`src/rtl/ram.sv`:
```
// =============================================================================
// Module   : ram
// Brief    : Byte-addressable RAM with internal MAR and set/store/enable
//            control. Define RAM_CLEAR_ON_RESET_EN to clear all words on reset.
// Revision : 1.0 - initial release
// =============================================================================
`default_nettype none

module ram #(
    parameter int ADDR_W = 8,
    parameter int DATA_W = 8,
    parameter int DEPTH  = 2**ADDR_W
) (
    input  logic              clk,
    input  logic              reset,
    input  logic [ADDR_W-1:0] a,
    input  logic              sa,
    input  logic              s,
    input  logic              e,
    input  logic [DATA_W-1:0] d_in,
    output logic [DATA_W-1:0] d_out
);

    logic [ADDR_W-1:0] mar_q;
    logic [ADDR_W-1:0] mar_d;
    logic [DATA_W-1:0] mem_q [DEPTH];
    logic              wr_en;

    always_comb begin
        mar_d = mar_q;
        if (sa) begin
            mar_d = a;
        end
    end

    always_ff @(posedge clk or posedge reset) begin
        if (reset) begin
            mar_q <= '0;
        end else begin
            mar_q <= mar_d;
        end
    end

    // Write uses the MAR value from before the edge, so sa+s together
    // store to the old location.
    assign wr_en = s & ~reset;

`ifdef RAM_CLEAR_ON_RESET_EN
    always_ff @(posedge clk or posedge reset) begin
        if (reset) begin
            for (int i = 0; i < DEPTH; i++) begin
                mem_q[i] <= '0;
            end
        end else if (wr_en) begin
            mem_q[mar_q] <= d_in;
        end
    end
`else
    // No reset on the array so it can map onto block/LUT RAM.
    always_ff @(posedge clk) begin
        if (wr_en) begin
            mem_q[mar_q] <= d_in;
        end
    end
`endif

    // Zero when disabled so several sources can be OR-combined on the bus.
    assign d_out = e ? mem_q[mar_q] : '0;

endmodule

`default_nettype wire

```
`config.mk`:
```
export PLATFORM = sky130hd
export DESIGN_NAME = ram
export DESIGN_NICKNAME = d
export VERILOG_FILES = /design/src/rtl/ram.sv
export SDC_FILE = /design/constraint.sdc
export NUM_CORES = 2
export LEC_CHECK = 0
export ABC_AREA = 1
export CORE_UTILIZATION = 38
export DETAILED_ROUTE_END_ITERATION = 16
export DONT_BUFFER_PORTS = 1
export SYNTH_ARGS = -nofsm -noshare
export SYNTH_HDL_FRONTEND = slang
export SYNTH_SLANG_ARGS = --single-unit
```
`constraint.sdc`:
```
create_clock -name clk -period 2.4 [get_ports clk]
set_clock_uncertainty 0.1 [all_clocks]
set_input_delay 0.6 -clock clk [delete_from_list [all_inputs] [get_ports clk]]
set_output_delay 0.6 -clock clk [all_outputs]
set_load 0.1 [all_outputs]
```
==> out/metrics.yaml <==
status: "finished with violations"
violations: "negative hold slack, negative setup slack"
wl_mm: 257
ys_warn_count: 0
synth_nets: 8227
clkSlewWorstSetupHoldPaths_ps: 70
clock_latency_ps: 870
drive_gt1_share_pct: 14.3
cts_tree: "built"
ys_types: 18
io_buffers: 0
finalHoldViolCount: 43
drv_cap: 0
io_pins: 29
clock_power_share_pct: 39.6
critPathLaunchType: "flop"
worstSetupPathType: "flop to output pin"
place.gp.congestion: 0.864
cts.sinks: 2056
nets: 8690
wire_per_inst_um: 21.7
dr.pass1.iters: 6
row_count: 174
power_frac_comb_pct: 11.6
clock-root-buffer: "clkbuf_16"
die_y_um: 477
grt_max_degree: 257
tightest_slew_ps: 1080
viasPerCell: 5.07
area_delta_synth_final_pct: 21.7
hp-class: "primary input to flop"
crit_arrival_ps: 3710
reg2regPathDepth: 13
rsz0062_at_grt: "true"
antenna_found_initial: 7
timing.hold.ws_ps: -191
leakagePower_nw: 41.4
core_mm2: 0.224
grt_overflow: 0
worst_slack_ps: -2010
htreeDepth: 4
cts.path.max_buffers: 3
crit_chain: "buf_12 > buf_4 > buf_12 > buf_12 > nand2_1 > nand2_1 > nand2_1 > nand3_1 > nand2_1 > nand2_1 > nor2_4 > nor2_1 > nor2_2 > nand2_1 > nand2_1 > nand2_2 > nor2_2 > buf_6 > nor2_4 > buf_12"
final_area_mm2: 0.104
grt_first_pass_wirelength_mm: 377
switching_share_pct: 25.1
powerDensity_mw_per_mm2: 778
drcViolationCount: 0
mostFrequentLayoutCell: "nand2_1"
place_ws_ps: -1450
grt_pass1_vias: 58100
drv_slew: 0
die-area_mm2: 0.228
setup_viol: 1419
syn_avg_cell_area_um2: 10.4
numCtsBuffers: 211
slowest_stage: "dfrtp_4"
grtUsageTotal_pct: 22.2
cts_hold_buf: 41
vias: 60000
ys_seq_area_share_pct: 72.0
layout_min_cycle_time_ps: 4410
dp_hpwl_mm: 139
most-common-layout-cells: "nand2_1, edfxtp_1, buf_4"
crit_fanout: 32
switching_power_mw: 20.4
synth-seq-cells: 2056
end_kind: "output pin"
fin_crit_sh_pct: 184
syn_inst: 8206
worst-endpoint-required_ps: 1700
place_area_mm2: 0.0941
initial_core_util_pct: 38.2
cp_slowest_stage_delay_ps: 510
drtAntennaViolNets: 0
vdd_ir_drop_max_v: 0.000795
drt_iter0_drc: 6664
intPower_mw: 60.7
die_x_um: 477
syn_area_mm2: 0.0857
sequentialPowerShare_pct: 48.8
max_freq_mhz: 227
path_common_cell: "nand2_1"
relSlewSlack_pct: 27.8
min_path_cells: 0
-- sequential cells by signal (all words and copies together) (netlist names) --
signal,cells
mem_q,2048
mar_q,8
-- synth_stat cells, drive strengths merged --
library cell | instances | area [um^2]
inv | 16 | 62.6
nor3 | 3 | 30.0
clkinv | 1 | 3.75
edfxtp | 2048 | 61500
clkbuf | 190 | 713
nand2 | 4632 | 17400
dfrtp | 8 | 200
nand4 | 60 | 375
nand3 | 376 | 1880
buf | 262 | 1290
nor2 | 602 | 2270
o21ai | 8 | 40.0
-- cell families after synthesis --
logic type | count (synthesis) | share of synthesized area (%)
AND/OR/NAND/NOR | 5673 | 25.6
AO/OA/AOI/OAI | 8 | 0.0467
flip-flops | 2056 | 72.0
buffers and inverters | 469 | 2.41
-- routing by layer --
layer / up-vias / global-route usage [%] / wire length [um]
li1: 28000 / - / -
met1: 29300 / 30.9 / 109000
met2: 2385 / 35.3 / 119000
met3: 375 / 3.62 / 20700
met4: 0 / 7.77 / 8140
met5: - / 0 / 0
-- path summary, 6_finish.rpt --
kind	from	slack, ps	endpoint
worst max register to register	mar_q[0]	-300	mem_q[195][3]
max in group asynchronous	reset	1830	mar_q[1]
worst min register to register	mar_q[6]	500	mar_q[6]
min in group asynchronous	reset	120	mar_q[2]
worst max-delay path	mar_q[0]	-2010	d_out[6]
worst min-delay path	d_in[5]	-190	mem_q[120][5]
-- power groups by stage --
stage | registers, mW | logic, mW | clock network, mW
after floorplan | 40.3 | 4.55 | 0
after global placement | 40.3 | 7.69 | 0
after detailed placement | 40.3 | 7.71 | 0
after CTS | 39.6 | 9.27 | 32.6
after global routing | 39.6 | 10.1 | 33.8
final | 39.6 | 9.42 | 32.1
-- worst max-delay path: cells and delay by family, from the launching register on --
family | cells | cell delay, ps
AND/OR/NAND/NOR | 14 | 1400
buffers and inverters | 6 | 930
flip-flops | 1 | 510
-- metrics by stage --
stage                     power, mW  utilization (%)  TNS [ps]  std cells  hold slack, ps
final                          81.1             46.5   -121630      11800            -191
after global routing           83.5             46.5   -215730      11800            -257
after CTS                      81.4             46.2   -106370      11800            -264
after detailed placement       48.0             41.9   -401360      11300             446
after global placement         48.0             41.9   -377490      11300             434
after floorplan                44.9                -    -32770       8206             324
-- layout make-up --
| cell class | count | area [um^2] |
|---|---|---|
| Timing Repair Buffer | 700 | 8640 |
| Tap cell | 2992 | 3740 |
| Multi-Input combinational cell | 5681 | 23300 |
| Fill cell | 20200 | 120000 |
| Clock buffer | 256 | 5490 |
| Antenna cell | 3 | 7.51 |
| Inverter | 17 | 98.8 |
| Timing Repair inverter | 2 | 20.0 |
| Clock inverter | 140 | 1290 |
| Sequential cell | 2056 | 61700 |
-- timing repair --
item,in CTS,in global routing
buffers inserted,35,17
gates resized for setup,244,104
pin swaps,36,15
cloned,23,2
setup endpoints to repair,2032,1681
hold endpoints to repair,620,204
(Power assumes the default switching activity.)
